--- config.mk ---
export PLATFORM = sky130hd
export DESIGN_NAME = score_counter_bcd
export DESIGN_NICKNAME = d
export VERILOG_FILES = /design/src/rtl/score_pkg.sv /design/src/rtl/bcd_digit_add.sv /design/src/rtl/score_counter_bcd.sv
export SDC_FILE = /design/constraint.sdc
export NUM_CORES = 1
export LEC_CHECK = 0
export ABC_AREA = 0
export BUFFER_PORTS_ARGS = -buffer_cell sky130_fd_sc_hd__buf_2
export CAP_MARGIN = 20
export CORE_ASPECT_RATIO = 1.1
export CORE_MARGIN = 1
export CORE_UTILIZATION = 50
export CTS_CLUSTER_DIAMETER = 60
export DETAILED_ROUTE_END_ITERATION = 10
export GPL_TIMING_DRIVEN = 0
export PLACE_DENSITY = 0.71
export SLEW_MARGIN = 20
export SYNTH_ARGS = -nofsm -noshare
export SYNTH_HDL_FRONTEND = slang
export SYNTH_SLANG_ARGS = --single-unit
--- constraint.sdc ---
create_clock -name clk -period 6.4 [get_ports clk]
set_input_delay 0.96 -clock clk [delete_from_list [all_inputs] [get_ports clk]]
set_output_delay 0.96 -clock clk [all_outputs]
set_load 0.005 [all_outputs]
--- src/rtl/score_pkg.sv ---
// Shared types and helpers for the packed-BCD score counter.
package score_pkg;

   typedef enum logic [1:0] {
      IDLE   = 2'd0,
      RUN    = 2'd1,
      PAUSED = 2'd2,
      OVER   = 2'd3
   } state_t;

   localparam logic [3:0] BCD_MAX_DIGIT = 4'd9;

   function automatic logic [3:0] bcd_clamp(input logic [3:0] v);
      return (v > BCD_MAX_DIGIT) ? BCD_MAX_DIGIT : v;
   endfunction

endpackage

--- src/rtl/bcd_digit_add.sv ---
// One BCD digit of a ripple-carry decimal adder.
module bcd_digit_add
   import score_pkg::*;
(
   input  logic [3:0] a,
   input  logic [3:0] b,
   input  logic       cin,
   output logic [3:0] sum,
   output logic       cout
);

   logic [4:0] raw;

   always_comb begin
      raw  = {1'b0, a} + {1'b0, b} + {4'd0, cin};
      cout = (raw > {1'b0, BCD_MAX_DIGIT});
      sum  = cout ? 4'(raw - 5'd10) : raw[3:0];
   end

endmodule

--- src/rtl/score_counter_bcd.sv ---
// Packed-BCD game score counter: game FSM, point prescaler, overflow policy, high-score latch.
//
// state  | meaning
// IDLE   | no game since reset; score held
// RUN    | game running; frame ticks advance the prescaler
// PAUSED | game running, scoring frozen, prescaler held
// OVER   | game ended; score held until next start
module score_counter_bcd #(
   parameter int DIGITS          = 4,
   parameter int TICKS_PER_POINT = 1,
   parameter bit WRAP            = 1'b0
) (
   input  logic                clk,
   input  logic                rst_n,
   input  logic                game_start,
   input  logic                game_over,
   input  logic                game_tick,
   input  logic                pause,
   input  logic [3:0]          step,
   output logic [4*DIGITS-1:0] score,
   output logic [4*DIGITS-1:0] high_score,
   output logic                new_high,
   output logic                game_active,
   output logic                overflow
);
   import score_pkg::*;

   localparam int            SW        = 4*DIGITS;
   localparam logic [SW-1:0] ALL_NINES = {DIGITS{BCD_MAX_DIGIT}};
   localparam logic [7:0]    TPP_LAST  = 8'(TICKS_PER_POINT - 1);

   state_t          state;
   logic [7:0]      presc;
   logic [3:0]      step_c;
   logic [SW-1:0]   sum;
   logic [DIGITS:0] carry;

   assign step_c   = bcd_clamp(step);
   assign carry[0] = 1'b0;

   // step enters at digit 0 only; higher digits just absorb the ripple carry
   for (genvar i = 0; i < DIGITS; i++) begin : g_digit
      logic [3:0] b_dig;
      assign b_dig = (i == 0) ? step_c : 4'd0;
      bcd_digit_add u_add (
         .a    (score[4*i +: 4]),
         .b    (b_dig),
         .cin  (carry[i]),
         .sum  (sum[4*i +: 4]),
         .cout (carry[i+1])
      );
   end

   always_ff @(posedge clk or negedge rst_n) begin
      if (!rst_n) begin
         state       <= IDLE;
         presc       <= '0;
         score       <= '0;
         high_score  <= '0;
         new_high    <= 1'b0;
         game_active <= 1'b0;
         overflow    <= 1'b0;
      end else begin
         new_high <= 1'b0;
         if (game_start) begin
            state       <= RUN;
            presc       <= '0;
            score       <= '0;
            overflow    <= 1'b0;
            game_active <= 1'b1;
         end else if (game_over && (state == RUN || state == PAUSED)) begin
            state       <= OVER;
            game_active <= 1'b0;
            if (score > high_score) begin
               high_score <= score;
               new_high   <= 1'b1;
            end
         end else begin
            case (state)
               RUN: begin
                  if (pause) begin
                     state <= PAUSED;
                  end else if (game_tick) begin
                     if (presc == TPP_LAST) begin
                        presc <= '0;
                        if (carry[DIGITS]) begin
                           overflow <= 1'b1;
                           score    <= WRAP ? sum : ALL_NINES;
                        end else begin
                           score <= sum;
                        end
                     end else begin
                        presc <= presc + 8'd1;
                     end
                  end
               end
               PAUSED: begin
                  if (!pause) state <= RUN;
               end
               default: ;
            endcase
         end
      end
   end

endmodule

* Word level (Yosys, flattened, before mapping)
Index checks and enable logic that the tools add are counted.
** Storage, ports and cells
- Flip-flop bits (word level) :: 45
- Bits in latches :: 0
- RAM bits :: 0
- Memory bits (read-only) :: 0
- Bits of input ports :: 10
- Memories kept :: 0
** Cells by class
- Add/sub/neg operators :: 8
- Multiply operators :: 0
- Div/mod/pow operators :: 0
- Order comparisons :: 6
- Eq/ne operators :: 6
- Shift operators :: 0
- Mux-type cells :: 34
- Bitwise operators :: 1
- Reduce and logical (&&, ||, !) cells :: 14
** Operators by type and width (count)
- 2-to-1 mux 16 bit :: 7
- 2-to-1 mux 8 bit :: 6
- greater-than comparator 5 x 4 -> 1 bit (second input constant) :: 4
- greater-than comparator 16 bit :: 1
- 2-to-1 mux 4 bit :: 4
- adder 4 x 1 -> 5 bit :: 3
- 2-to-1 mux 1 bit :: 12
- subtractor 4 bit (second input constant) :: 3
- nonzero test 2 bit :: 5
- adder 8 x 1 -> 8 bit (second input constant) :: 1
- zero test 8 bit :: 1
- 2-to-1 mux 2 bit :: 4
- != test 4 x 3 -> 1 bit (second input constant) :: 2
- AND reduction 3 bit :: 2
- AND reduction 6 bit :: 1
- adder 4 x 4 -> 5 bit :: 1
- AND reduction 5 bit :: 1
- greater-than comparator 4 bit (second input constant) :: 1
- != test 2 bit (second input constant) :: 2
- one-hot mux 2 bit (2 select lines) :: 1
- AND reduction 4 bit :: 1
- nonzero test 4 bit :: 1
- equality test 2 x 1 -> 1 bit (second input constant) :: 1
- equality test 2 bit (second input constant) :: 1
- other kinds (3) :: 3

* Depth between registers and ports, before layout
Gate-level depths: netlist of run 1.
- Depth in word-level cells :: 17
- Mapped depth :: 26
- Gate-level depth less buffers :: 26

* Cells and area by module
Synthesis of run 1 repeated with hierarchy kept, for this count alone.
** Unflattened totals
- Cells, all modules :: 408
- Area total of the unflattened synthesis :: 3609.7 µm²
** By module, submodules not included
- score_counter_bcd :: instances 1, cells an instance 320, area each 2763.9 µm², sequential area each 1126.1 µm²
- bcd_digit_add :: instances 4, cells an instance 22, area each 211.5 µm², sequential area each 0.0 µm²

* Worst setup path before layout of run 1
No wires, ideal clock.
- Path kind :: input-to-reg
- Start point :: in step[2]
- End point :: reg score[1]
- Setup time :: 0.122 ns
- Arrival :: 5.569 ns
- Required time :: 6.278 ns
- Path slack :: 0.710 ns
- Cell stages on the path :: 25
- Cell sequence :: o21ai_0 nand2b_1 ha_1 inv_1 fa_1 xor2_1 nand2_1 a21o_1 ha_1 ha_1 inv_1 a21oi_1 o22a_1 ha_1 ha_1 inv_1 a21oi_1 o22a_1 ha_1 ha_1 nor2_1 o21ba_2 o211ai_1 nor2_1 a32o_1
** Between the ends
- Longest elaborated chain between the ends :: 17
- Elaborated cells on any way between the ends :: 19
- Classes of those cells :: add/sub: 5; order compare: 5; mux: 9
** RTL lines
- from (decl) :: line score_counter_bcd.sv:19 : input logic [3:0] step,
- greater-than comparator 4 bit :: line score_pkg.sv:14 : return (v > BCD_MAX_DIGIT) ? BCD_MAX_DIGIT : v;
- 2-to-1 mux 4 bit (*) :: line score_pkg.sv:14
- adder 4 x 4 -> 5 bit (*) :: line bcd_digit_add.sv:15 : raw = {1'b0, a} + {1'b0, b} + {4'd0, cin};
- greater-than comparator 5 x 4 -> 1 bit :: line bcd_digit_add.sv:16 : cout = (raw > {1'b0, BCD_MAX_DIGIT});
- adder 4 x 1 -> 5 bit :: line bcd_digit_add.sv:15
- greater-than comparator 5 x 4 -> 1 bit :: line bcd_digit_add.sv:16
- adder 4 x 1 -> 5 bit :: line bcd_digit_add.sv:15
- greater-than comparator 5 x 4 -> 1 bit :: line bcd_digit_add.sv:16
- adder 4 x 1 -> 5 bit :: line bcd_digit_add.sv:15
- greater-than comparator 5 x 4 -> 1 bit :: line bcd_digit_add.sv:16
- 2-to-1 mux 16 bit (*) :: line score_counter_bcd.sv:86 : if (carry[DIGITS]) begin
- 2-to-1 mux 16 bit (*) :: line score_counter_bcd.sv:84 : if (presc == TPP_LAST) begin
- 2-to-1 mux 16 bit (*) :: line score_counter_bcd.sv:83 : end else if (game_tick) begin
- 2-to-1 mux 16 bit (*) :: line score_counter_bcd.sv:81 : if (pause) begin
- 2-to-1 mux 16 bit (*) :: line score_counter_bcd.sv:79 : case (state)
- 2-to-1 mux 16 bit (*) :: line score_counter_bcd.sv:71 : end else if (game_over && (state == RUN || state == PAUSED)) begin
- 2-to-1 mux 16 bit (*) :: line score_counter_bcd.sv:65 : if (game_start) begin
- to (signal assigned) :: line score_counter_bcd.sv:88 : score <= WRAP ? sum : ALL_NINES;
- to (signal assigned) :: line score_counter_bcd.sv:90 : score <= sum;
- to (decl) :: line score_counter_bcd.sv:20 : output logic [4*DIGITS-1:0] score,
Mark *: on every way between the ends. The rest lies on a longest branch, timed or not. The select of a mux whose other input is x is not followed.
A chain may end at the register's enable or synchronous reset.

* Worst setup path in the final report of run 1
- Start point :: in step[2]
- End point :: reg score[8]
** Between the ends
- Longest elaborated chain between the ends :: 17
- Elaborated cells on any way between the ends :: 19
- Classes of those cells :: add/sub: 5; order compare: 5; mux: 9
** RTL lines (line)
- greater-than comparator 4 bit :: score_pkg.sv:14
- 2-to-1 mux 4 bit (*) :: score_pkg.sv:14
- adder 4 x 4 -> 5 bit (*) :: bcd_digit_add.sv:15
- greater-than comparator 5 x 4 -> 1 bit (*) :: bcd_digit_add.sv:16
- adder 4 x 1 -> 5 bit (*) :: bcd_digit_add.sv:15
- greater-than comparator 5 x 4 -> 1 bit (*) :: bcd_digit_add.sv:16
- adder 4 x 1 -> 5 bit (*) :: bcd_digit_add.sv:15
- greater-than comparator 5 x 4 -> 1 bit :: bcd_digit_add.sv:16
- adder 4 x 1 -> 5 bit :: bcd_digit_add.sv:15
- greater-than comparator 5 x 4 -> 1 bit :: bcd_digit_add.sv:16
- 2-to-1 mux 16 bit (*) :: score_counter_bcd.sv:86
- 2-to-1 mux 16 bit (*) :: score_counter_bcd.sv:84
- 2-to-1 mux 16 bit (*) :: score_counter_bcd.sv:83
- 2-to-1 mux 16 bit (*) :: score_counter_bcd.sv:81
- 2-to-1 mux 16 bit (*) :: score_counter_bcd.sv:79
- 2-to-1 mux 16 bit (*) :: score_counter_bcd.sv:71
- 2-to-1 mux 16 bit (*) :: score_counter_bcd.sv:65
Marks and branches as above.

==> results of run 1 <==
## worst register-to-register path, stage by stage (launching register included)
cell and delay, ns:
dfrtp_1 0.45, ha_1 0.31, clkbuf_1 0.20, nor2b_1 0.17
o21ai_0 0.21, nand2_1 0.11, a21o_1 0.19, ha_1 0.20
ha_1 0.32, inv_1 0.17, a21oi_1 0.09, o22a_1 0.25
ha_1 0.22, ha_1 0.25, nand2b_1 0.19, o21a_1 0.19
o22a_1 0.23, ha_1 0.24, ha_1 0.31, nand2b_1 0.17
a21oi_1 0.25, o211ai_1 0.14, buf_4 0.19, buf_4 0.14
o221a_2 0.24
## timing repair
item	4_1_cts	5_1_grt
buffers inserted	0	4
endpoints found under the hold margin	0	0
gates resized for setup	0	6
endpoints found under the setup margin	0	11
## placed cells by master, fill, tap and decap left out, types with 6 or more instances in the layout
master and count:
dfrtp_1 45, buf_2 44, inv_1 35, ha_1 33, nor2_1 23, nand2_1 21
a21oi_1 18, o21ai_0 12, mux2_2 11, nand2b_1 9, nor3_1 9, o21a_1 6
xnor2_1 6, nor2b_1 6, mux2_4 6
## synthesized netlist by cell type, types with 3 or more instances
master	number
xnor2_1	6
clkbuf_1	4
nor2b_1	6
mux2_4	6
and2_1	3
inv_1	35
mux2_2	11
o21ai_0	12
nand3_1	3
a21oi_1	18
a31oi_1	5
nor2_1	24
o221a_2	4
nor3_1	9
nand2b_1	9
o2111ai_1	6
mux2i_1	3
a21o_1	3
dfrtp_1	45
nand2_1	21
a211oi_1	4
xor2_1	5
ha_1	33
a22o_1	4
o21a_1	6
o22a_1	3
## state kept, by name, indices dropped and copies added, names as in the netlist
name	cells
game_active	1
high_score	16
new_high	1
overflow	1
presc	8
score	16
state	2
## through the flow
stage	hold WS, ns	util [%]
after global routing	0.5536	61.58
after floorplan	0.4686	-
after CTS	0.4928	60.54
after global placement	0.4777	58.26
after detailed placement	0.4647	58.26
final	0.4911	61.58
## cell families after synthesis
group,Yosys count,share of synthesized area (%)
adder cells (fa/ha/maj),34,13.91
flip-flops,45,36.17
AO/OA/AOI/OAI,80,19.17
multiplexers,20,7.838
AND/OR/NAND/NOR,86,14.15
buffers and inverters,42,5.667
XOR/XNOR,11,3.095
## layout make-up
cell class	count	area, µm²	area share, %
clock buffers	5	68.82	1.901
repair buffers	47	247.7	6.844
well taps	77	96.34	2.662
multi-input cells	231	1839	50.81
inverters	35	131.4	3.629
flip-flops and latches	45	1126	31.11
plain buffers	7	45.04	1.244
clock inverters	3	65.06	1.797
## worst max-delay path by stage
stage / end / depth (start not counted)
CTS: score[2] / 26
finish: score[8] / 28
floorplan: score[1] / 25
global placement: score[2] / 26
global route: score[2] / 28
detailed placement: score[1] / 26
## routing by layer
layer	wire length (µm)	track usage, %
met1	3084	28.81
met2	3222	36.69
met3	160	2.717
met4	73	8.405
met5	0	0
## power by group through the flow
stage / Sequential [µW] / Clock (µW) / Combinational [µW]
final: 359 / 259 / 355
after global routing: 365 / 271 / 401
after CTS: 360 / 263 / 349
after detailed placement: 365 / 0 / 349
after global placement: 364 / 0 / 340
after floorplan: 364 / 0 / 243
==> results.py, run 1 <==
metrics = {
    "grt": {
        "grt_max_degree": 46,
        "grt_pass1_wl_mm": 11.37,
        "antenna_found_initial": 0,
        "track_usage_pct": 21.92,
        "grt_pass1_vias": 2447,
        "grt-ovfl-total": 0,
    },
    "yosys": {
        "synth_edf_count": 0,
        "yosys.area.top_type": "dfrtp_1",
        "netlist_instances": 318,
        "synth_ff_type": "dfrtp_1",
        "syn-cell-area_um2": 3113,
        "syn_avg_cell_area_um2": 9.789,
        "yosys.area.top_type_share_pct": 36.17,
        "ys_seq_area_share_pct": 36.17,
        "syn-num-nets": 362,
        "synth-async-reset-ratio_pct": 100.0,
        "yosys_warnings": 0,
        "ys_types": 51,
        "synth.area.top_cells": "dfrtp_1, ha_1, inv_1",
        "ys_seq_elements": 45,
    },
    "min_path": {
        "hold_depth": 2,
        "hold_path_class": "reg2reg",
        "whs_endpoint": "game_active",
        "hp-start": "game_active",
    },
    "power_and_ir_drop": {
        "p_int_uw": 642.2,
        "leakage_uw": 0.001815,
        "switching_power_uw": 330.2,
        "p_comb_share_pct": 36.5,
        "irDropWorstVdd_mv": 0.1248,
        "power_density_nw_per_um2": 268.7,
        "pwr-share-seq_pct": 36.9,
        "power_uw": 972.4,
        "power_frac_clock_pct": 26.6,
        "p_sw_share_pct": 33.96,
    },
    "timing": {
        "setup-violations-final": 0,
        "fin_setup_tns_ns": 0,
        "final.setup_skew_ns": 0.01154,
        "worst_pin_slew_ns": 0.6805,
        "fmax_mhz": 167.5,
        "drv_slew": 0,
        "period_share_pct": 93.30,
        "maxSlewHeadroom_pct": 54.47,
        "hold_violations": 0,
        "post-route-min-period_ns": 5.971,
        "fin_ws_ns": 0.4287,
    },
    "clock_tree": {
        "cts_buffers": 5,
        "cts.sinks": 45,
        "cts_root_buffer": "clkbuf_8",
        "clockBufferDepth": 2,
        "htree_num_levels": 2,
        "ctsHoldBuffers": 0,
        "clk_latency_ns": 0.31,
        "cts_tree": "done",
        "clkTransAtPathRegs_ns": 0.09,
    },
    "placed_design": {
        "io_buffers": 43,
        "dp.cells": 438,
        "place_ws_ns": -0.1955,
        "gp_congestion": 0.8705,
        "place_hpwl_mm": 4.810,
        "placed_area_um2": 3425,
    },
    "drt": {
        "drt-wirelength-per-cell_um": 14.53,
        "remaining_drc_errors": 0,
        "antenna_left": 0,
        "wl_mm": 6.540,
        "first_pass_iters": 4,
        "avgViaCountPerCell": 5.560,
        "detail_route.iter0.violations": 89,
        "vias": 2502,
    },
    "setup_path": {
        "r2r_cells": 24,
        "r2r-start": "score[2]",
        "critPathMaxFanout": 6,
        "reg2reg_to": "score[8]",
        "cpPeakStageDelay_ns": 0.32,
        "cp_top_family": "adder cells",
        "critPathMostFrequentCell": "ha_1",
        "crit_type": "in2reg",
        "cp_slowest_cell": "ha_1",
        "cp.arrival_ns": 6.17,
        "crit_start": "step[2]",
        "worst_ep_required_time_ns": 6.60,
        "end_kind": "flip-flop",
        "cp_num_buf_inv": 5,
        "r2r_slack_ns": 0.87,
        "startpoint_type": "primary input",
    },
    "cells_and_area": {
        "drive_above_1_share_pct": 24.66,
        "fillers": 516,
        "insertedDiodeCount": 0,
        "area_growth_pct": 16.28,
        "postLayoutCellArea_um2": 3620,
        "instances_no_fill": 450,
        "fin_nets": 416,
    },
    "status": {
        "outcome": "finished, final reports clean",
    },
    "die": {
        "start_util_pct": 52.96,
        "die_x_um": 77.23,
        "die_h_um": 84.76,
        "fp.coreArea_um2": 5878,
        "rows": 29,
        "die-area_um2": 6546,
        "io_pins": 45,
    },
    "run": {
        "drv_cap": 0,
    },
}
Note: power is estimated with default switching activity, not from simulation.
==> run 2, diff against run 1 <==
--- a/config.mk
+++ b/config.mk
@@ -6,15 +6,16 @@
 export NUM_CORES = 1
 export LEC_CHECK = 0
 export ABC_AREA = 0
+export ABC_CLOCK_PERIOD_IN_PS = 7200
 export BUFFER_PORTS_ARGS = -buffer_cell sky130_fd_sc_hd__buf_2
 export CAP_MARGIN = 20
 export CORE_ASPECT_RATIO = 1.1
 export CORE_MARGIN = 1
-export CORE_UTILIZATION = 50
+export CORE_UTILIZATION = 55
 export CTS_CLUSTER_DIAMETER = 60
 export DETAILED_ROUTE_END_ITERATION = 10
 export GPL_TIMING_DRIVEN = 0
-export PLACE_DENSITY = 0.71
+export PLACE_DENSITY = 0.77
 export SLEW_MARGIN = 20
 export SYNTH_ARGS = -nofsm -noshare
 export SYNTH_HDL_FRONTEND = slang
==> constraint.sdc (replaced) <==
create_clock -name clk -period 7.2 [get_ports clk]
set_input_delay 1.08 -clock clk [delete_from_list [all_inputs] [get_ports clk]]
set_output_delay 1.08 -clock clk [all_outputs]
set_load 0.005 [all_outputs]
==> run 2 against run 1 <==
- clock-buffer cell count grew 3
- largest cell class unchanged
- sequential power shrank 11%
- clock skew shrank 0.0036 ns
- global-route usage grew 1.2 points
- critical path depth shrank 2
- largest power group unchanged
- register-to-register slack gained 0.55 ns
==> results.py, run 2 (synthesis gave the netlist of run 1 again) <==
metrics = {
    "setup_path": {
        "cp.depth": 26,
        "crit_start": "step[3]",
        "worst_ep_required_time_ns": 7.43,
        "cpPeakStageDelay_ns": 0.52,
        "crit_type": "in2reg",
        "cp_slowest_cell": "nor2_1",
        "critPathMostFrequentCell": "ha_1",
        "cp_num_buf_inv": 2,
        "critPathMaxFanout": 6,
        "r2r_cells": 23,
        "r2r-start": "score[0]",
        "r2r_slack_ns": 1.42,
        "startpoint_type": "primary input",
        "cp_top_family": "adder cells",
        "cp.arrival_ns": 6.59,
        "end_kind": "flip-flop",
    },
    "timing": {
        "fmax_mhz": 157.3,
        "rsz0062_at_grt": "false",
        "fin_setup_tns_ns": 0,
        "post-route-min-period_ns": 6.356,
        "period_share_pct": 88.28,
        "final.setup_skew_ns": 0.007916,
        "hold_violations": 0,
        "worst_pin_slew_ns": 0.6636,
        "drv_slew": 0,
        "setup-violations-final": 0,
        "maxSlewHeadroom_pct": 55.59,
    },
    "grt": {
        "antenna_found_initial": 0,
        "grt-ovfl-total": 0,
        "grt_max_degree": 46,
        "track_usage_pct": 23.12,
        "grt_pass1_vias": 2294,
        "grt_pass1_wl_mm": 10.48,
    },
    "clock_tree": {
        "postCtsResizedCells": 0,
        "clkTransAtPathRegs_ns": 0.08,
        "postCtsSetupBuffers": 0,
        "htree_num_levels": 2,
        "clk_latency_ns": 0.30,
        "clockBufferDepth": 2,
        "cts_root_buffer": "clkbuf_8",
        "cts_tree": "done",
        "ctsHoldBuffers": 0,
        "cts_buffers": 5,
        "cts.sinks": 45,
    },
    "drt": {
        "remaining_drc_errors": 0,
        "wl_mm": 6.445,
        "first_pass_iters": 4,
        "antenna_left": 0,
        "vias": 2530,
        "drt-wirelength-per-cell_um": 14.52,
        "avgViaCountPerCell": 5.698,
        "detail_route.iter0.violations": 148,
    },
    "min_path": {
        "hold_depth": 2,
        "hp-start": "game_active",
        "hold_path_class": "reg2reg",
    },
    "die": {
        "io_pins": 45,
        "fp.coreArea_um2": 5430,
        "die_h_um": 80.91,
        "rows": 28,
        "start_util_pct": 57.33,
        "die-area_um2": 5965,
        "die_x_um": 73.73,
    },
    "status": {
        "outcome": "finished, final reports clean",
    },
    "cells_and_area": {
        "insertedDiodeCount": 0,
        "reg_top3": "high_score: 16 flops, score: 16 flops, presc: 8 flops",
        "utilization_pct": 64.54,
        "drive_above_1_share_pct": 21.68,
        "final_common_cell": "dfrtp_1",
        "area_growth_pct": 12.58,
        "postLayoutCellArea_um2": 3505,
        "fin_nets": 412,
        "mostFrequentLayoutCells": "dfrtp_1, buf_2, inv_1",
    },
    "placed_design": {
        "placed_area_um2": 3422,
        "io_buffers": 43,
        "gp_congestion": 0.7853,
        "place_hpwl_mm": 4.778,
    },
    "power_and_ir_drop": {
        "power_density_nw_per_um2": 223.0,
        "irDropWorstVdd_mv": 0.1179,
        "leakage_uw": 0.001765,
    },
    "run": {
        "drv_cap": 0,
    },
}
[run 2: cell types whose count changed in the layout (fill, tap and decap cells not counted), sizes merged]
cell,delta
buf,-4
bufinv,-2
clkbuf,+3
clkinv,-1
[run 2: worst register-to-register path: stages (launching register included)]
cell      delay (ns)
dfrtp_1         0.43
ha_1            0.19
inv_1           0.05
fa_1            0.43
xor2_1          0.30
nand2_1         0.12
a21o_1          0.20
ha_1            0.20
ha_1            0.25
nand2b_1        0.18
o21a_1          0.19
o22a_1          0.23
ha_1            0.22
ha_1            0.25
nand2b_1        0.19
o21a_1          0.18
o22a_1          0.23
ha_1            0.24
ha_1            0.31
nand2b_1        0.17
a21oi_1         0.19
o211ai_1        0.21
nor2_1          0.52
a32o_1          0.26
[run 2: metrics by stage]
step	hold slack, ns	worst slack [ns]	total power, µW	cells
after floorplan	0.4686	1.390	539.8	318
after global placement	0.4757	0.6640	623.1	436
after detailed placement	0.4667	0.5790	633.3	436
after CTS	0.4926	0.8778	785.9	444
after global routing	0.5264	0.4852	837.3	444
final	0.4911	0.8437	781.5	444
[run 2: path summary, 6_finish.rpt]
kind	endpoint
max	score[2]
min	game_active
max reg2reg	score[2]
min reg2reg	game_active
max in group asynchronous	score[12]
min in group asynchronous	high_score[10]
[run 2: layout make-up]
class | instances | area (µm²)
well taps | 75 | 93.84
inverters | 35 | 131.4
clock buffers | 8 | 80.08
repair buffers | 43 | 217.7
multi-input cells | 231 | 1810
flip-flops and latches | 45 | 1126
plain buffers | 7 | 45.04
fillers | 441 | 1926
[run 2: layer usage]
layer	vias to the layer above	part of all wire (%)	track usage [%]
li1	1241	-	-
met2	45	50	39.82
met1	1238	46	30.10
met4	0	0.92	6.154
met3	6	3.9	3.598
met5	-	0	0
[run 2: power by group]
part	switching [µW]	leakage [µW]	internal, µW
Combinational	168	0.00112	139
Sequential	30.7	0.000609	289
Clock	85.6	0.0000395	69.2
==> run 3, diff against run 2 <==
--- a/config.mk
+++ b/config.mk
@@ -11,11 +11,11 @@
 export CAP_MARGIN = 20
 export CORE_ASPECT_RATIO = 1.1
 export CORE_MARGIN = 1
-export CORE_UTILIZATION = 55
+export CORE_UTILIZATION = 62
 export CTS_CLUSTER_DIAMETER = 60
 export DETAILED_ROUTE_END_ITERATION = 10
 export GPL_TIMING_DRIVEN = 0
-export PLACE_DENSITY = 0.77
+export PLACE_DENSITY = 0.86
 export SLEW_MARGIN = 20
 export SYNTH_ARGS = -nofsm -noshare
 export SYNTH_HDL_FRONTEND = slang
==> run 3 against run 2 <==
- non-clock buffer count is the same
- sequential cell count is the same
- clock-buffer cell count decreased by 1
- die area fell by 11%
- wire length increased by 3.5%
- critical path depth unchanged
- critical endpoint is now score[1]
- largest power group unchanged
==> results.py, run 3 (synthesis gave the netlist of run 1 again) <==
metrics = {
    "status": {
        "outcome": "finished, final reports clean",
    },
    "timing": {
        "final.setup_skew_ns": 0.01288,
        "maxSlewHeadroom_pct": 54.98,
        "fin_setup_tns_ns": 0,
        "setup-violations-final": 0,
        "period_share_pct": 90.20,
        "drv_slew": 0,
        "hold_violations": 0,
        "rsz0062_at_grt": "false",
        "worst_pin_slew_ns": 0.6729,
        "fin_ws_ns": 0.7059,
        "post-route-min-period_ns": 6.494,
        "fmax_mhz": 154.0,
    },
    "die": {
        "die_x_um": 69.56,
        "start_util_pct": 65.54,
        "io_pins": 45,
        "die-area_um2": 5308,
        "rows": 26,
        "die_h_um": 76.32,
        "fp.coreArea_um2": 4750,
    },
    "cells_and_area": {
        "final_common_cell": "dfrtp_1",
        "fin_nets": 412,
        "fillers": 370,
        "reg_top3": "high_score: 16 flops, score: 16 flops, presc: 8 flops",
        "drive_above_1_share_pct": 22.01,
        "mostFrequentLayoutCells": "dfrtp_1, buf_2, inv_1",
        "area_growth_pct": 12.02,
        "instances_no_fill": 424,
        "insertedDiodeCount": 0,
    },
    "clock_tree": {
        "postCtsResizedCells": 0,
        "postCtsSetupBuffers": 0,
        "htree_num_levels": 2,
        "clk_latency_ns": 0.30,
        "cts.sinks": 45,
        "ctsHoldBuffers": 0,
        "clkTransAtPathRegs_ns": 0.08,
        "clockBufferDepth": 2,
        "cts_buffers": 5,
        "cts_root_buffer": "clkbuf_8",
        "cts_tree": "done",
    },
    "drt": {
        "wl_mm": 6.672,
        "avgViaCountPerCell": 6.012,
        "drt-wirelength-per-cell_um": 15.74,
        "first_pass_iters": 4,
        "vias": 2549,
        "antenna_left": 0,
        "remaining_drc_errors": 0,
        "detail_route.iter0.violations": 159,
    },
    "placed_design": {
        "place_ws_ns": 0.5092,
        "gp_congestion": 0.8458,
        "place_hpwl_mm": 5.003,
        "io_buffers": 43,
        "dp.cells": 417,
    },
    "power_and_ir_drop": {
        "power_frac_clock_pct": 20.7,
        "p_int_uw": 505.0,
        "leakage_uw": 0.001770,
        "p_comb_share_pct": 39.1,
        "power_density_nw_per_um2": 228.3,
        "switching_power_uw": 291.1,
        "pwr-share-seq_pct": 40.2,
        "irDropWorstVdd_mv": 0.1353,
        "p_sw_share_pct": 36.57,
    },
    "setup_path": {
        "crit_type": "in2reg",
        "end_kind": "flip-flop",
        "worst_ep_required_time_ns": 7.44,
        "cp.arrival_ns": 6.73,
        "startpoint_type": "primary input",
        "critPathMaxFanout": 6,
    },
    "grt": {
        "grt_max_degree": 46,
        "track_usage_pct": 26.80,
        "grt_pass1_wl_mm": 11.46,
        "antenna_found_initial": 0,
        "grt_pass1_vias": 2507,
        "grt-ovfl-total": 0,
    },
    "min_path": {
        "hold_path_class": "reg2reg",
    },
    "run": {
        "drv_cap": 0,
    },
}
[run 3: cell types whose count changed in the layout (fill, tap and decap cells not counted), sizes merged]
cell and delta:
clkbuf -1
[run 3: final cells by class]
| type | count | area (µm²) | share of cell area [%] |
|---|---|---|---|
| multi-input cells | 231 | 1810 | 51.92 |
| flip-flops and latches | 45 | 1126 | 32.29 |
| repair buffers | 43 | 217.7 | 6.243 |
| inverters | 35 | 131.4 | 3.767 |
| clock buffers | 7 | 86.33 | 2.476 |
| well taps | 56 | 70.07 | 2.009 |
| plain buffers | 7 | 45.04 | 1.292 |
[run 3: path summary, 6_finish.rpt]
kind	startpoint	depth (start not counted)	slack, ns	to
max in group asynchronous	rst_n	1	6.04	score[15]
max	step[3]	26	0.71	score[1]
min in group asynchronous	rst_n	1	0.76	high_score[11]
min reg2reg	game_active	2	0.51	game_active
max reg2reg	score[0]	23	1.28	score[1]
min	game_active	2	0.51	game_active
[run 3: through the flow]
step | power [µW] | hold WS [ns] | utilization, % | cell area [µm²]
3_3_place_gp | 620.8 | 0.4738 | 71.55 | 3398
4_1_cts | 798.9 | 0.5086 | 73.37 | 3485
3_5_place_dp | 635.1 | 0.4806 | 71.55 | 3398
6_report | 796.1 | 0.5108 | 73.42 | 3487
5_1_grt | 854.9 | 0.5472 | 73.42 | 3487
2_1_floorplan | 539.8 | 0.4686 | - | 3113
[run 3: power by group through the flow]
stage / logic, µW / registers, µW / clock network [µW]
after floorplan: 216 / 323 / 0
after global placement: 298 / 323 / 0
after detailed placement: 310 / 325 / 0
after CTS: 313 / 320 / 165
after global routing: 353 / 326 / 176
final: 311 / 320 / 165
[run 3: metal layers]
layer / GRT usage, % / part of all wire (%) / up-vias
met5: 0 / 0 / -
met4: 6.735 / 1.2 / 0
met3: 4.630 / 3.6 / 8
met2: 47.57 / 51 / 51
met1: 33.59 / 44 / 1259
li1: - / - / 1231
[run 3: worst max-delay path: stages]
cell,delay [ns]
buf_2,0.10
o21ai_0,0.08
nand2b_1,0.08
ha_1,0.16
inv_1,0.05
fa_1,0.44
xor2_1,0.31
nand2_1,0.12
a21o_1,0.21
ha_1,0.21
ha_1,0.33
o21ai_0,0.21
nor2_1,0.07
o22a_1,0.25
ha_1,0.22
ha_1,0.32
inv_1,0.17
a21oi_1,0.09
o22a_1,0.27
ha_1,0.24
ha_1,0.31
nand2b_1,0.17
a21oi_1,0.20
o211ai_1,0.23
nor2_1,0.56
a32o_1,0.26
